$ cat config.mk
export PLATFORM = sky130hd
export DESIGN_NAME = sseg_to_bcd
export DESIGN_NICKNAME = d
export VERILOG_FILES = /design/src/rtl/sseg_to_bcd.sv
export SDC_FILE = /design/constraint.sdc
export NUM_CORES = 1
export LEC_CHECK = 0
export ABC_AREA = 1
export BUFFER_PORTS_ARGS = -buffer_cell sky130_fd_sc_hd__buf_4
export CORE_ASPECT_RATIO = 0.75
export CORE_MARGIN = 5
export CORE_UTILIZATION = 35
export CTS_CLUSTER_DIAMETER = 50
export CTS_CLUSTER_SIZE = 28
export DETAILED_ROUTE_END_ITERATION = 10
export PLACE_DENSITY = 0.67
export SLEW_MARGIN = 30
export SYNTH_ARGS = -nofsm -noshare
export SYNTH_HDL_FRONTEND = slang
export SYNTH_SLANG_ARGS = --single-unit
$ cat constraint.sdc
create_clock -name clk -period 1.9 [get_ports clk]
set_input_delay 0.095 -clock clk [delete_from_list [all_inputs] [get_ports clk]]
set_output_delay 0.095 -clock clk [all_outputs]
set_load 0.02 [all_outputs]
$ cat src/rtl/sseg_to_bcd.sv
// sseg_to_bcd
//   Recovers BCD digits from a multiplexed, active-low seven-segment display
//   bus. The an/sseg pair is sampled every cycle; a digit is captured once its
//   sample has stayed unchanged for long enough to be trusted, which filters
//   out ghosting while the display driver switches digits.
//
// Ports
//   clk          : single clock, rising edge
//   reset        : synchronous, active-high reset
//   an[3:0]      : digit enables, active low (an[i]=0 selects digit i)
//   sseg[7:0]    : segments, active low; [6:0] = a..g, [7] = decimal point
//   bcd[15:0]    : captured digits, digit i at bcd[4i+3:4i] (F = unrecognised)
//   dp[3:0]      : captured decimal points, active high
//   err[3:0]     : digit i was captured with an unrecognised pattern
//   frame_valid  : one-cycle pulse when all four digits have been captured
//   err_cnt[7:0] : saturating count of unrecognised captures
module sseg_to_bcd #(
  parameter int STABLE_CNT = 4
) (
  input  logic        clk,
  input  logic        reset,
  input  logic [3:0]  an,
  input  logic [7:0]  sseg,
  output logic [15:0] bcd,
  output logic [3:0]  dp,
  output logic [3:0]  err,
  output logic        frame_valid,
  output logic [7:0]  err_cnt
);

  localparam logic [3:0] CNT_MAX = 4'(STABLE_CNT);
  localparam logic [3:0] CNT_CAP = 4'(STABLE_CNT - 2);

  logic [3:0]  anSample_q, anLast_q;
  logic [7:0]  ssegSample_q, ssegLast_q;
  logic [3:0]  stableCnt_q, stableCnt_d;
  logic [15:0] bcd_q, bcd_d;
  logic [3:0]  dp_q, dp_d;
  logic [3:0]  err_q, err_d;
  logic [7:0]  errCnt_q, errCnt_d;
  logic [3:0]  seen_q, seen_d;
  logic        frameValid_q, frameValid_d;

  logic        sampleLegal;
  logic        sampleSame;
  logic        capture;
  logic [1:0]  digitIdx;
  logic [3:0]  digitMask;
  logic [3:0]  seenNext;
  logic        segValid;
  logic [3:0]  segValue;

  // Decode the one-hot-low digit enable; anything other than exactly one low
  // bit (blank or several digits driven) is not a usable sample.
  always_comb begin
    sampleLegal = 1'b1;
    digitIdx    = 2'd0;
    case (anSample_q)
      4'b1110: digitIdx = 2'd0;
      4'b1101: digitIdx = 2'd1;
      4'b1011: digitIdx = 2'd2;
      4'b0111: digitIdx = 2'd3;
      default: sampleLegal = 1'b0;
    endcase
    digitMask = 4'b0001 << digitIdx;
  end

  // Segment pattern to BCD; unknown patterns are flagged and read as F.
  always_comb begin
    segValid = 1'b1;
    segValue = 4'hF;
    case (ssegSample_q[6:0])
      7'b0000001: segValue = 4'd0;
      7'b1001111: segValue = 4'd1;
      7'b0010010: segValue = 4'd2;
      7'b0000110: segValue = 4'd3;
      7'b1001100: segValue = 4'd4;
      7'b0100100: segValue = 4'd5;
      7'b0100000: segValue = 4'd6;
      7'b0001111: segValue = 4'd7;
      7'b0000000: segValue = 4'd8;
      7'b0000100: segValue = 4'd9;
      default:    segValid = 1'b0;
    endcase
  end

  // The stability counter compares the current sample with the one before it.
  // Capturing on the transition into STABLE_CNT-1 (not on "equals") and
  // saturating above it means a held digit is captured exactly once.
  always_comb begin
    sampleSame  = (anSample_q == anLast_q) && (ssegSample_q == ssegLast_q);
    stableCnt_d = stableCnt_q;
    capture     = 1'b0;
    if (!sampleLegal || !sampleSame) begin
      stableCnt_d = 4'd0;
    end else begin
      if (stableCnt_q < CNT_MAX) begin
        stableCnt_d = stableCnt_q + 4'd1;
      end
      capture = (stableCnt_q == CNT_CAP);
    end
  end

  // Capture update: overwrite the selected digit, track which digits have
  // been seen, and close the frame when the last missing digit arrives.
  always_comb begin
    bcd_d        = bcd_q;
    dp_d         = dp_q;
    err_d        = err_q;
    errCnt_d     = errCnt_q;
    seen_d       = seen_q;
    frameValid_d = 1'b0;
    seenNext     = seen_q | digitMask;
    if (capture) begin
      bcd_d[{digitIdx, 2'b00} +: 4] = segValue;
      dp_d[digitIdx]                = ~ssegSample_q[7];
      err_d[digitIdx]               = ~segValid;
      if (!segValid && (errCnt_q != 8'hFF)) begin
        errCnt_d = errCnt_q + 8'd1;
      end
      if (seenNext == 4'b1111) begin
        frameValid_d = 1'b1;
        seen_d       = 4'b0000;
      end else begin
        seen_d = seenNext;
      end
    end
  end

  // All state, including the sample stage, is cleared by reset so that no
  // pre-reset sample can contribute to a later capture.
  always_ff @(posedge clk) begin
    if (reset) begin
      anSample_q   <= 4'h0;
      ssegSample_q <= 8'h00;
      anLast_q     <= 4'h0;
      ssegLast_q   <= 8'h00;
      stableCnt_q  <= 4'd0;
      bcd_q        <= 16'h0000;
      dp_q         <= 4'h0;
      err_q        <= 4'h0;
      errCnt_q     <= 8'h00;
      seen_q       <= 4'h0;
      frameValid_q <= 1'b0;
    end else begin
      anSample_q   <= an;
      ssegSample_q <= sseg;
      anLast_q     <= anSample_q;
      ssegLast_q   <= ssegSample_q;
      stableCnt_q  <= stableCnt_d;
      bcd_q        <= bcd_d;
      dp_q         <= dp_d;
      err_q        <= err_d;
      errCnt_q     <= errCnt_d;
      seen_q       <= seen_d;
      frameValid_q <= frameValid_d;
    end
  end

  assign bcd         = bcd_q;
  assign dp          = dp_q;
  assign err         = err_q;
  assign err_cnt     = errCnt_q;
  assign frame_valid = frameValid_q;

endmodule
# Yosys cells after proc, flatten, opt, wreduce, memory -nomap -nowiden
# Index checks and enable logic that the tools add are counted.
# Widths: inputs -> output; s select.
# word_totals
regBits	65
inputBits	14
output_inout_bits	33
elab_cells	67
# op_classes
n_addsub	3
magnitude_cmp	3
n_eq_ne	18
shift	3
muxes	12
bitwise_logic	4
reduce_logical	13
# ops
op	count
$pmux 4 s10	1
$bwmux 16	1
$eq 4x4->1 const B	4
$shift 4x6->16 const A	1
$shiftx 4x6->16	1
$eq 7x3->1 const B	2
$eq 7x6->1 const B	2
$eq 7x7->1 const B	2
$reduce_or 10->1	1
$add 8x1->8 const B	1
$bwmux 4	2
$eq 8x8->1	1
$ne 8x8->1 const B	1
$eq 7x1->1 const B	1
$eq 7x4->1 const B	1
$eq 7x5->1 const B	1
$logic_not 7->1	1
$neg 4->6	1
$pmux 2 s3	1
$mux 1	5
$add 4x1->4 const B	1
$eq 4x2->1 const B	1
$eq 4x3->1 const B	1
$eq 4x4->1	1
14 further kinds	21

# Depth between registers and ports, before layout
# Gate-level depths: netlist (run 1).
# depth
depth_word	8
mapped_depth	13
mapped_depth_nobuf	12

# Least setup slack after synthesis (run 1)
# No wires, ideal clock.
# synth_path
path_type	register -> register
startpoint	reg anSample_q[3]
endpoint	reg bcd_q[3] (netlist: bcd[3])
setup_time_ns	0.070
t_arrival_ns	1.710
t_required_ns	1.830
slack_ns	0.119
path_stages_with_launch	10
n_path_buf	1
period_less_slack_ns	1.781
cell_sequence	dfxtp_1 -> nand2_1 -> nor3_1 -> nor2_1 -> ha_1 -> clkbuf_1 -> inv_1 -> nor2_8 -> nand3b_1 -> a21oi_1
# synth_via
elab_chain_len	6
elab_cells_between_ends	17
cone_classes	1 x add/sub; 5 x eq/ne; 2 x shift; 4 x mux; 5 x reduce/logical
# synth_rtl
item	line	text
from (decl)	34	logic [3:0] anSample_q, anLast_q;
from (signal assigned)	146	anSample_q <= an;
parallel branches: the longest is 6 deep, another holds $neg 4->6	--	
to (signal assigned)	139	bcd_q <= 16'h0000;
to (signal assigned)	151	bcd_q <= bcd_d;
to (decl)	37	logic [15:0] bcd_q, bcd_d;
# Parallel ways; which one is timed is not known.
# A chain may end at the register's enable or synchronous reset.

# Worst setup path after layout (run 1)
# layout_path
startpoint	reg ssegSample_q[5]
endpoint	reg errCnt_q[5] (netlist: err_cnt[5])
# layout_via
elab_chain_len	6
elab_cells_between_ends	20
cone_classes	10 x eq/ne; 2 x mux; 8 x reduce/logical
# layout_rtl
item	line	text
from (decl)	35	logic [7:0] ssegSample_q, ssegLast_q;
from (signal assigned)	147	ssegSample_q <= sseg;
$eq 7x3->1 (tied with other cells)	72	case (ssegSample_q[6:0])
$reduce_or 10->1 (no line) / $logic_and 1x1->1 (equally long branches)	--	
$mux 1 / $logic_not 1->1 (equally long branches)	72, 94	
$logic_not 1->1 / $logic_or 1x1->1 (equally long branches)	118, 94	
$logic_and 1x1->1 / $mux 1 (equally long branches)	118, 94	
$reduce_and 2->1 (no line) (*)	--	
to (signal assigned)	154	errCnt_q <= errCnt_d;
to (decl)	40	logic [7:0] errCnt_q, errCnt_d;
# Mark *: on every way between the ends. The rest lies on a longest branch, timed or not.

==> results of run 1 <==
layer usage:
metal | track usage | routed length, um
met3 | 0.04172 | 432
met2 | 0.2178 | 3232
met5 | 0 | 0
met4 | 0.03679 | 58
met1 | 0.1973 | 3702
synthesized netlist by cell type (all sizes together):
master / number / share of area
dfxtp: 65 / 0.40
nor4: 1 / 0.0019
xor2: 12 / 0.032
inv: 54 / 0.063
nand3b: 1 / 0.0023
o21ai: 10 / 0.015
clkinv: 1 / 0.0015
xnor2: 10 / 0.027
nand3: 27 / 0.049
ha: 10 / 0.039
a21oi: 31 / 0.048
buf: 5 / 0.013
clkbuf: 6 / 0.0070
nand4: 8 / 0.015
nor3: 9 / 0.015
nor2: 115 / 0.16
nand2: 85 / 0.11
stage by stage:
stage               power [uW]    util
finish                    3219  0.4645
global route              3354  0.4645
CTS                       3247  0.4575
detailed placement        1693  0.4130
global placement          1688  0.4130
floorplan                 1623       -
power groups by stage:
stage	Sequential [uW]	Combinational (uW)	Clock (uW)
after floorplan	1430	189	0
after global placement	1440	245	0
after detailed placement	1440	248	0
after CTS	1420	269	1560
after global routing	1420	309	1620
final	1420	273	1530
flip-flops by register name, indices dropped and copies added, names as in the netlist:
signal        count
err               4
anSample_q        4
frame_valid       1
anLast_q          4
bcd              16
seen_q            4
stableCnt_q       4
err_cnt           8
dp                4
ssegLast_q        8
ssegSample_q      8
worst register-to-register path: cells and delay by family, from the launching register on:
family / cells / cell delay, ps
compound gates: 2 / 170
buf+inv: 1 / 70
simple gates: 8 / 1000
flops: 1 / 390
kinds of logic after synthesis:
group | share of synthesized area
and+or+nand+nor | 0.3519
buffers and inverters | 0.08429
DFF | 0.4022
AOI/OAI and AO/OA | 0.06342
xor gates and xnor gates | 0.05955
adders and majority gates | 0.03867
worst max-delay path by stage:
| stage | to | slack, ps | cells past startpoint |
|---|---|---|---|
| global placement | err_cnt[3] | 100 | 11 |
| detailed placement | bcd[14] | 40 | 9 |
| floorplan | bcd[3] | 120 | 9 |
| global route | err_cnt[4] | 5 | 11 |
| finish | err_cnt[5] | 150 | 11 |
| CTS | bcd[14] | 10 | 9 |
area by class of cell:
type,instances,area (um2)
Clock inverter,5,30.03
Timing Repair Buffer,67,545.5
Sequential cell,65,1314
Inverter,55,207.7
Tap cell,128,160.2
Fill cell,899,4845
Multi-Input combinational cell,319,1692
Clock buffer,11,252.7
repair_timing:
action	CTS	global route
hold buffers	12	0
setup endpoints to repair	0	37
hold endpoints to repair	12	0
setup buffers	0	1
gates resized for setup	0	22
==> summary.md, run 1 <==
| Metric | Value |
|---|---|
| Layout area overhead | `29.85%` |
| Post-Syn Instances | `450` |
| Top delay family on crit path | `simple AND/OR/NAND/NOR gates` |
| Dpl ws | `35.50 ps` |
| Setup slack after layout | `150.9 ps` |
| Pint | `2445 uW` |
| Clk network pwr share | `0.474` |
| Slew of the pin with the lowest slew margin | `338.3 ps` |
| Die width | `121.0 um` |
| CP Data Required Time | `2100 ps` |
| Total Wirelength | `7.425 mm` |
| Ports | `47` |
| Clock Latency Late Sink | `330 ps` |
| Initial drt markers | `130` |
| Synth Register Bits | `65` |
| GR Util All Layers | `0.1427` |
| WS Path Type | `reg -> reg` |
| Share of layout cells above drive strength 1 | `0.2280` |
| Die footprint | `11290 um2` |
| Placed Cells | `621` |
| Clk buf depth | `2` |
| Total power per unit cell area | `766.2 nW/um2` |
| Worst Skew | `7.701 ps` |
| Vias per std cell | `4.546` |
| Drt drc | `0` |
| Die Height | `93.27 um` |
| Worst vdd ir | `379.3 uV` |
| First-pass GRT wire length | `13.06 mm` |
| Psw | `774.5 uW` |
| Most frequent cells in the layout | `nor2_1, nand2_1, dfxtp_1` |
| Worst-path cell chain | `inv_1 > nand2_1 > nor2_1 > nand2_1 > o21ai_0 > nor2_2 > nand2_4 > nor2_4 > nand2_4 > nand2_1 > a21oi_1` |
| Placed cell area | `3736 um2` |
| Layout Cells excl Fill | `650` |
| Avg WL per Cell | `11.42 um` |
| CP bufs+invs | `1` |
| Logic pwr share | `0.085` |
| Fin crit period | `1749 ps` |
| Hold WS | `84.18 ps` |
| Starting Density | `0.3577` |
| H-tree levels | `3` |
| Hold Fails Final Rpt | `0` |
| Syn_nets | `474` |
| Crit. End Element | `flop` |
| Std cell rows | `30` |
| CTS tree | `done` |
| Crit path from | `ssegSample_q[5]` |
| Worst Hold Class | `in -> reg` |
| Root buffer cell | `clkbuf_16` |
| Clk sink count | `65` |
| Most used cell along the critical path | `nand2_1` |
| Hpwl dp | `5.630 mm` |
| Largest net degree at the start of global routing | `34` |
| # port buffers | `46` |
| Vias in the first global route | `2863` |
| Status | `finished clean` |
| Worst reg2reg endpoint | `err_cnt[5]` |
| RSZ-0062 raised after global routing | `no` |
| Register-to-register setup slack | `150 ps` |
| RR Startpoint | `ssegSample_q[5]` |
| Leak | `0.001846 uW` |
| Slowest cell on crit path | `dfxtp_2` |
| Reg2reg path depth | `11` |
| Diode count | `0` |
| Design area | `4202 um2` |
| GR Overflow Total | `0` |
| Post-Syn Area | `3236 um2` |
| Max Transition Viols Final | `0` |
| Clk slew on worst S/H paths | `60 ps` |
| Final period util | `0.9206` |
| Register area share after synthesis | `0.4022` |
| Antenna violations before repair | `0` |
| Max-slew headroom | `0.7727` |
| Yosys warns | `0` |
| Worst hold path endpoint | `err_cnt[7]` |
| DRT Pass-1 Iters | `4` |
| Arr. time, crit path | `1950 ps` |
| Yosys cell types | `28` |
| Fmax | `571.7 MHz` |
| Setup Viol. Count Final | `0` |
| CTS Buf Count | `9` |
| MaxCap Viol Count | `0` |
| Crit path largest cell delay | `390 ps` |
| Placer Congestion | `0.8397` |
| Nets | `541` |
| DRT antenna net count | `0` |
| Fin Setup TNS | `0 ps` |
| Crit path launch type | `flop` |
| Total core area | `9046 um2` |
| Switching Share | `0.2406` |
| Crit-path max FO | `10` |
| Sequential power share | `0.441` |
| DR vias | `2955` |
| Most common cell after layout, fill and taps aside | `nor2_1` |
| Syn Area/Cell | `7.190 um2` |
| Hold path start | `reset` |
| WHS Path Cells | `2` |
Note: power is estimated with default switching activity, not from simulation.
==> run 2: changes to the inputs <==
--- a/config.mk
+++ b/config.mk
@@ -11,7 +11,7 @@
 export CORE_MARGIN = 5
 export CORE_UTILIZATION = 35
 export CTS_CLUSTER_DIAMETER = 50
-export CTS_CLUSTER_SIZE = 28
+export CTS_CLUSTER_SIZE = 20
 export DETAILED_ROUTE_END_ITERATION = 10
 export PLACE_DENSITY = 0.67
 export SLEW_MARGIN = 30
==> constraint.sdc (replaced) <==
create_clock -name clk -period 1.9 [get_ports clk]
set_input_delay 0.38 -clock clk [delete_from_list [all_inputs] [get_ports clk]]
set_output_delay 0.38 -clock clk [all_outputs]
set_load 0.02 [all_outputs]
==> summary.md, run 2 (synthesized netlist as in run 1, its figures left out) <==
| Metric | Value |
|---|---|
| Dpl ws | `2.994 ps (was 35.50 ps)` |
| Crit-path max FO | `5 (was 10)` |
| Largest register FFs | `16 (unchanged)` |
| Share of layout cells above drive strength 1 | `0.2432 (was 0.2280)` |
| Tot Pwr | `3491 uW (was 3219 uW)` |
| Vias in the first global route | `2914 (was 2863)` |
| Worst-path cell chain | `inv_1 > nor3_2 > nor2_2 > inv_2 > ha_1 > nor2_1 > nor4_2 > nand2_1 > nand2_1 > nor2_1 (was inv_1 > nand2_1 > nor2_1 > nand2_1 > o21ai_0 > nor2_2 > nand2_4 > nor2_4 > nand2_4 > nand2_1 > a21oi_1)` |
| Fin Setup TNS | `0 ps (unchanged)` |
| Total power per unit cell area | `835.3 nW/um2 (was 766.2 nW/um2)` |
| Max Transition Viols Final | `0 (unchanged)` |
| Clk slew on worst S/H paths | `50 ps (was 60 ps)` |
| Vias per std cell | `4.570 (was 4.546)` |
| Arr. time, crit path | `2000 ps (was 1950 ps)` |
| Initial drt markers | `195 (was 130)` |
| Setup slack after layout | `115.6 ps (was 150.9 ps)` |
| H-tree levels | `3 (unchanged)` |
| GR Overflow Total | `0 (unchanged)` |
| Worst Skew | `10.57 ps (was 7.701 ps)` |
| GR Util met1 | `0.1978 (was 0.1973)` |
| Std cell rows | `30 (unchanged)` |
| Drt drc | `0 (unchanged)` |
| DRT antenna net count | `0 (unchanged)` |
| Top delay family on crit path | `simple AND/OR/NAND/NOR gates (unchanged)` |
| # port buffers | `46 (unchanged)` |
| Status | `finished clean (unchanged)` |
| Nets | `533 (was 541)` |
| Die Height | `93.27 um (unchanged)` |
| Most common cell after layout, fill and taps aside | `nor2_1 (unchanged)` |
| Leak | `0.001839 uW (was 0.001846 uW)` |
| CTS tree | `done (unchanged)` |
| Clk buf depth | `2 (unchanged)` |
| Largest net degree at the start of global routing | `27 (was 34)` |
| Met2 GRT Util | `0.2196 (was 0.2178)` |
| Max-slew headroom | `0.7617 (was 0.7727)` |
| Hold_buf cts | `0 (was 12)` |
| Placer Congestion | `0.8782 (was 0.8397)` |
| Slew of the pin with the lowest slew margin | `356.2 ps (was 338.3 ps)` |
| Most used routing layer | `met2 (unchanged)` |
| Antenna violations before repair | `0 (unchanged)` |
| Fmax | `560.4 MHz (was 571.7 MHz)` |
| # fillers | `883 (was 899)` |
| Final period util | `0.9392 (was 0.9206)` |
| CP bufs+invs | `2 (was 1)` |
| WS Path Type | `reg -> reg (unchanged)` |
| Hpwl dp | `5.780 mm (was 5.630 mm)` |
| GR Util All Layers | `0.1455 (was 0.1427)` |
| GR Layer Usage met3 | `0.04051 (was 0.04172)` |
| Setup Viol. Count Final | `0 (unchanged)` |
| Hold Fails Final Rpt | `0 (unchanged)` |
| Multi-input combinational cell area | `1710 um2 (was 1692 um2)` |
| DR vias | `2934 (was 2955)` |
| Crit path largest cell delay | `370 ps (was 390 ps)` |
| MaxCap Viol Count | `0 (unchanged)` |
| Layout area overhead | `29.16% (was 29.85%)` |
| Avg WL per Cell | `11.90 um (was 11.42 um)` |
| Starting Density | `0.3577 (unchanged)` |
| First-pass GRT wire length | `13.25 mm (was 13.06 mm)` |
| CP Data Required Time | `2120 ps (was 2100 ps)` |
| Worst vdd ir | `380.6 uV (was 379.3 uV)` |
| Most frequent cells in the layout | `nor2_1, nand2_1, buf_4 (was nor2_1, nand2_1, dfxtp_1)` |
| Worst Hold Class | `in -> reg (unchanged)` |
| Crit. End Element | `flop (unchanged)` |
| DRT Pass-1 Iters | `4 (unchanged)` |
| Clock Latency Late Sink | `330 ps (about the same)` |
| Diode count | `0 (unchanged)` |
| Slowest cell on crit path | `dfxtp_2 (unchanged)` |
| Crit path launch type | `flop (unchanged)` |
| Sequential standard cell area | `1314 um2 (unchanged)` |
| CTS Buf Count | `9 (unchanged)` |
| Die width | `121.0 um (unchanged)` |
| Clk sink count | `65 (unchanged)` |
| Root buffer cell | `clkbuf_16 (unchanged)` |
| Die footprint | `11290 um2 (unchanged)` |
| Total Wirelength | `7.640 mm (was 7.425 mm)` |
| Core Util, Final | `0.4620 (was 0.4645)` |
| Ports | `47 (unchanged)` |
| Total core area | `9046 um2 (unchanged)` |
| Fin crit period | `1784 ps (was 1749 ps)` |
| Hold WS | `254.2 ps (was 84.18 ps)` |
==> run 2: cell type report <==
class                   count  area share
clock inverters             4     0.01796
well taps                 128     0.03832
multi-input cells         319      0.4093
repair buffers             59      0.1090
clock buffers              12     0.06138
inverters                  55     0.04970
flip-flops and latches     65      0.3144
==> run 2: worst paths after layout <==
kind	from	to	depth (start not counted)	slack (ps)
max	anSample_q[0]	seen_q[0]	10	120
min reg2reg	stableCnt_q[3]	stableCnt_q[3]	2	460
max reg2reg	anSample_q[0]	seen_q[0]	10	120
min	sseg[7]	ssegSample_q[7]	3	250
==> run 2: power breakdown <==
| group | leakage [uW] | switching (uW) | internal, uW |
|---|---|---|---|
| clock | 0.000155 | 578 | 1220 |
| combinational | 0.00115 | 168 | 106 |
| sequential | 0.000531 | 28.9 | 1390 |
| total | 0.00184 | 775 | 2720 |
==> run 2: repair_timing <==
action                                  in CTS  in global routing
setup buffers                                0                  4
endpoints found under the setup margin       4                 37
pin swaps                                    0                  4
gates resized for setup                      3                 22
==> run 2: per-layer routing <==
metal,vias up,wire length (um)
met1,1342,3820
li1,1518,-
met4,0,104
met2,64,3373
met3,10,342
met5,-,0
==> run 2: per-stage QoR <==
stage,std cells,instance area [um2]
6_report,642,4179
5_1_grt,642,4179
4_1_cts,638,4079
3_5_place_dp,622,3744
3_3_place_gp,622,3744
2_1_floorplan,450,3236
==> run 2: worst register-to-register path, cell delays in order (launching register included) <==
cell and delay, ps:
dfxtp_2 370, inv_1 100, nor3_2 200, nor2_2 100, inv_2 110, ha_1 170, nor2_1 50, nor4_2 270
nand2_1 110, nand2_1 120, nor2_1 60
==> run 3: changes to the inputs <==
--- a/config.mk
+++ b/config.mk
@@ -10,6 +10,7 @@
 export CORE_ASPECT_RATIO = 0.75
 export CORE_MARGIN = 5
 export CORE_UTILIZATION = 35
+export CTS_BUF_LIST = sky130_fd_sc_hd__clkbuf_8 sky130_fd_sc_hd__clkbuf_16
 export CTS_CLUSTER_DIAMETER = 50
 export CTS_CLUSTER_SIZE = 20
 export DETAILED_ROUTE_END_ITERATION = 10
==> summary.md, run 3 (synthesized netlist as in run 1, its figures left out) <==
| Metric | Value |
|---|---|
| Status | `finished clean (unchanged)` |
| Clk sink count | `65 (unchanged)` |
| Layout Cells excl Fill | `642 (unchanged)` |
| Placer Congestion | `0.8782 (unchanged)` |
| Die width | `121.0 um (unchanged)` |
| Share of layout cells above drive strength 1 | `0.2432 (unchanged)` |
| Nets | `533 (unchanged)` |
| Crit path launch type | `flop (unchanged)` |
| CTS Buf Count | `9 (unchanged)` |
| Total core area | `9046 um2 (unchanged)` |
| Vias per std cell | `4.570 (unchanged)` |
| Worst Skew | `10.60 ps (was 10.57 ps)` |
| Ports | `47 (unchanged)` |
| Crit. End Element | `flop (unchanged)` |
| Worst-path cell chain | `inv_1 > nor3_2 > nor2_2 > inv_2 > ha_1 > nor2_1 > nor4_2 > nand2_1 > nand2_1 > nor2_1 (unchanged)` |
| Crit path largest cell delay | `370 ps (about the same)` |
| Final period util | `0.9392 (unchanged)` |
| Most frequent cells in the layout | `nor2_1, nand2_1, buf_4 (unchanged)` |
| H-tree levels | `3 (unchanged)` |
| Most common cell after layout, fill and taps aside | `nor2_1 (unchanged)` |
| Core Util, Final | `0.4620 (unchanged)` |
| CP Data Required Time | `2120 ps (about the same)` |
| Total power per unit cell area | `834.0 nW/um2 (was 835.3 nW/um2)` |
| Largest register FFs | `16 (unchanged)` |
| DRT Pass-1 Iters | `4 (unchanged)` |
| GR Overflow Total | `0 (unchanged)` |
| Hold_buf cts | `0 (unchanged)` |
| Fmax | `560.4 MHz (unchanged)` |
| Antenna violations before repair | `0 (unchanged)` |
| Placed Cells | `622 (unchanged)` |
| CTS tree | `done (unchanged)` |
| Hold Fails Final Rpt | `0 (unchanged)` |
| Total Wirelength | `7.639 mm (was 7.640 mm)` |
| Initial drt markers | `195 (unchanged)` |
| Fin crit period | `1784 ps (unchanged)` |
| GR Util All Layers | `0.1455 (unchanged)` |
| Max Transition Viols Final | `0 (unchanged)` |
| Arr. time, crit path | `2000 ps (about the same)` |
| Std cell rows | `30 (unchanged)` |
| Design area | `4179 um2 (unchanged)` |
| Placed cell area | `3744 um2 (unchanged)` |
| DRT antenna net count | `0 (unchanged)` |
| Starting Density | `0.3577 (unchanged)` |
| Diode count | `0 (unchanged)` |
| Slew of the pin with the lowest slew margin | `356.2 ps (unchanged)` |
| Crit-path max FO | `5 (unchanged)` |
| Layout area overhead | `29.16% (unchanged)` |
| DR vias | `2934 (unchanged)` |
| Worst vdd ir | `379.8 uV (was 380.6 uV)` |
| MaxCap Viol Count | `0 (unchanged)` |
| # port buffers | `46 (unchanged)` |
| Root buffer cell | `clkbuf_16 (unchanged)` |
| Drt drc | `0 (unchanged)` |
| Slowest cell on crit path | `dfxtp_2 (unchanged)` |
| Setup Viol. Count Final | `0 (unchanged)` |
| Die Height | `93.27 um (unchanged)` |
| Clock Latency Late Sink | `330 ps (about the same)` |
| Clk slew on worst S/H paths | `50 ps (about the same)` |
| Hpwl dp | `5.780 mm (unchanged)` |
| Die footprint | `11290 um2 (unchanged)` |
| First-pass GRT wire length | `13.25 mm (unchanged)` |
| Vias in the first global route | `2914 (unchanged)` |
| Avg WL per Cell | `11.90 um (about the same)` |
| Largest net degree at the start of global routing | `27 (unchanged)` |
| Worst Hold Class | `in -> reg (unchanged)` |
| Clk buf depth | `2 (unchanged)` |
| Max-slew headroom | `0.7617 (unchanged)` |
| WS Path Type | `reg -> reg (unchanged)` |
| Leak | `0.001843 uW (was 0.001839 uW)` |
## run 3: changes by cell type in the layout (fill, tap and decap cells not counted)
cell,previous run,this run
clkbuf_1,1,0
inv_1,48,49
## run 3: final timing paths
check / cells past startpoint / to / slack [ps] / startpoint
setup / recovery: 10 / seen_q[0] / 120 / anSample_q[0]
hold reg to reg: 2 / stableCnt_q[3] / 460 / stableCnt_q[3]
hold / removal: 3 / ssegSample_q[7] / 250 / sseg[7]
setup reg to reg: 10 / seen_q[0] / 120 / anSample_q[0]
## run 3: through the flow
step	setup WS, ps	total power [uW]	setup TNS, ps	hold slack (ps)
after global placement	92.34	1692	0	440.0
after floorplan	119.1	1623	0	430.4
after global routing	-55.26	3632	-202.9	247.4
final	115.6	3485	0	254.2
after detailed placement	2.994	1696	0	448.0
after CTS	3.216	3493	0	247.2
## run 3: power by group
group / switching, uW / internal (uW)
combinational: 168 / 106
sequential: 28.9 / 1390
clock: 578 / 1210
## run 3: layout make-up
type,instances,area [um2]
clock buffer,11,252.7
clock inverter,5,78.83
fill,883,4867
inverter,55,207.7
multi-input combinational,319,1710
sequential,65,1314
tap,128,160.2
timing repair buffer,59,455.4
## run 3: timing repair
action                                 CTS  global route
pin swaps                                0             4
endpoints found under the hold margin    0             0
setup endpoints to repair                4            37
setup buffers                            0             4
gates resized for setup                  3            22
## run 3: routing by layer
layer  part of all wire  vias up  GRT usage
met5                  0        -          0
li1                   -     1518          -
met4              0.014        0    0.05377
met3              0.045       10    0.04051
met1               0.50     1342     0.1978
met2               0.44       64     0.2196
## run 3: critical path: cells and delay by family (launching register included)
family | cells | cell delay (ps)
buf+inv | 2 | 200
simple gates | 7 | 910
flops | 1 | 370
fa+ha+maj | 1 | 170
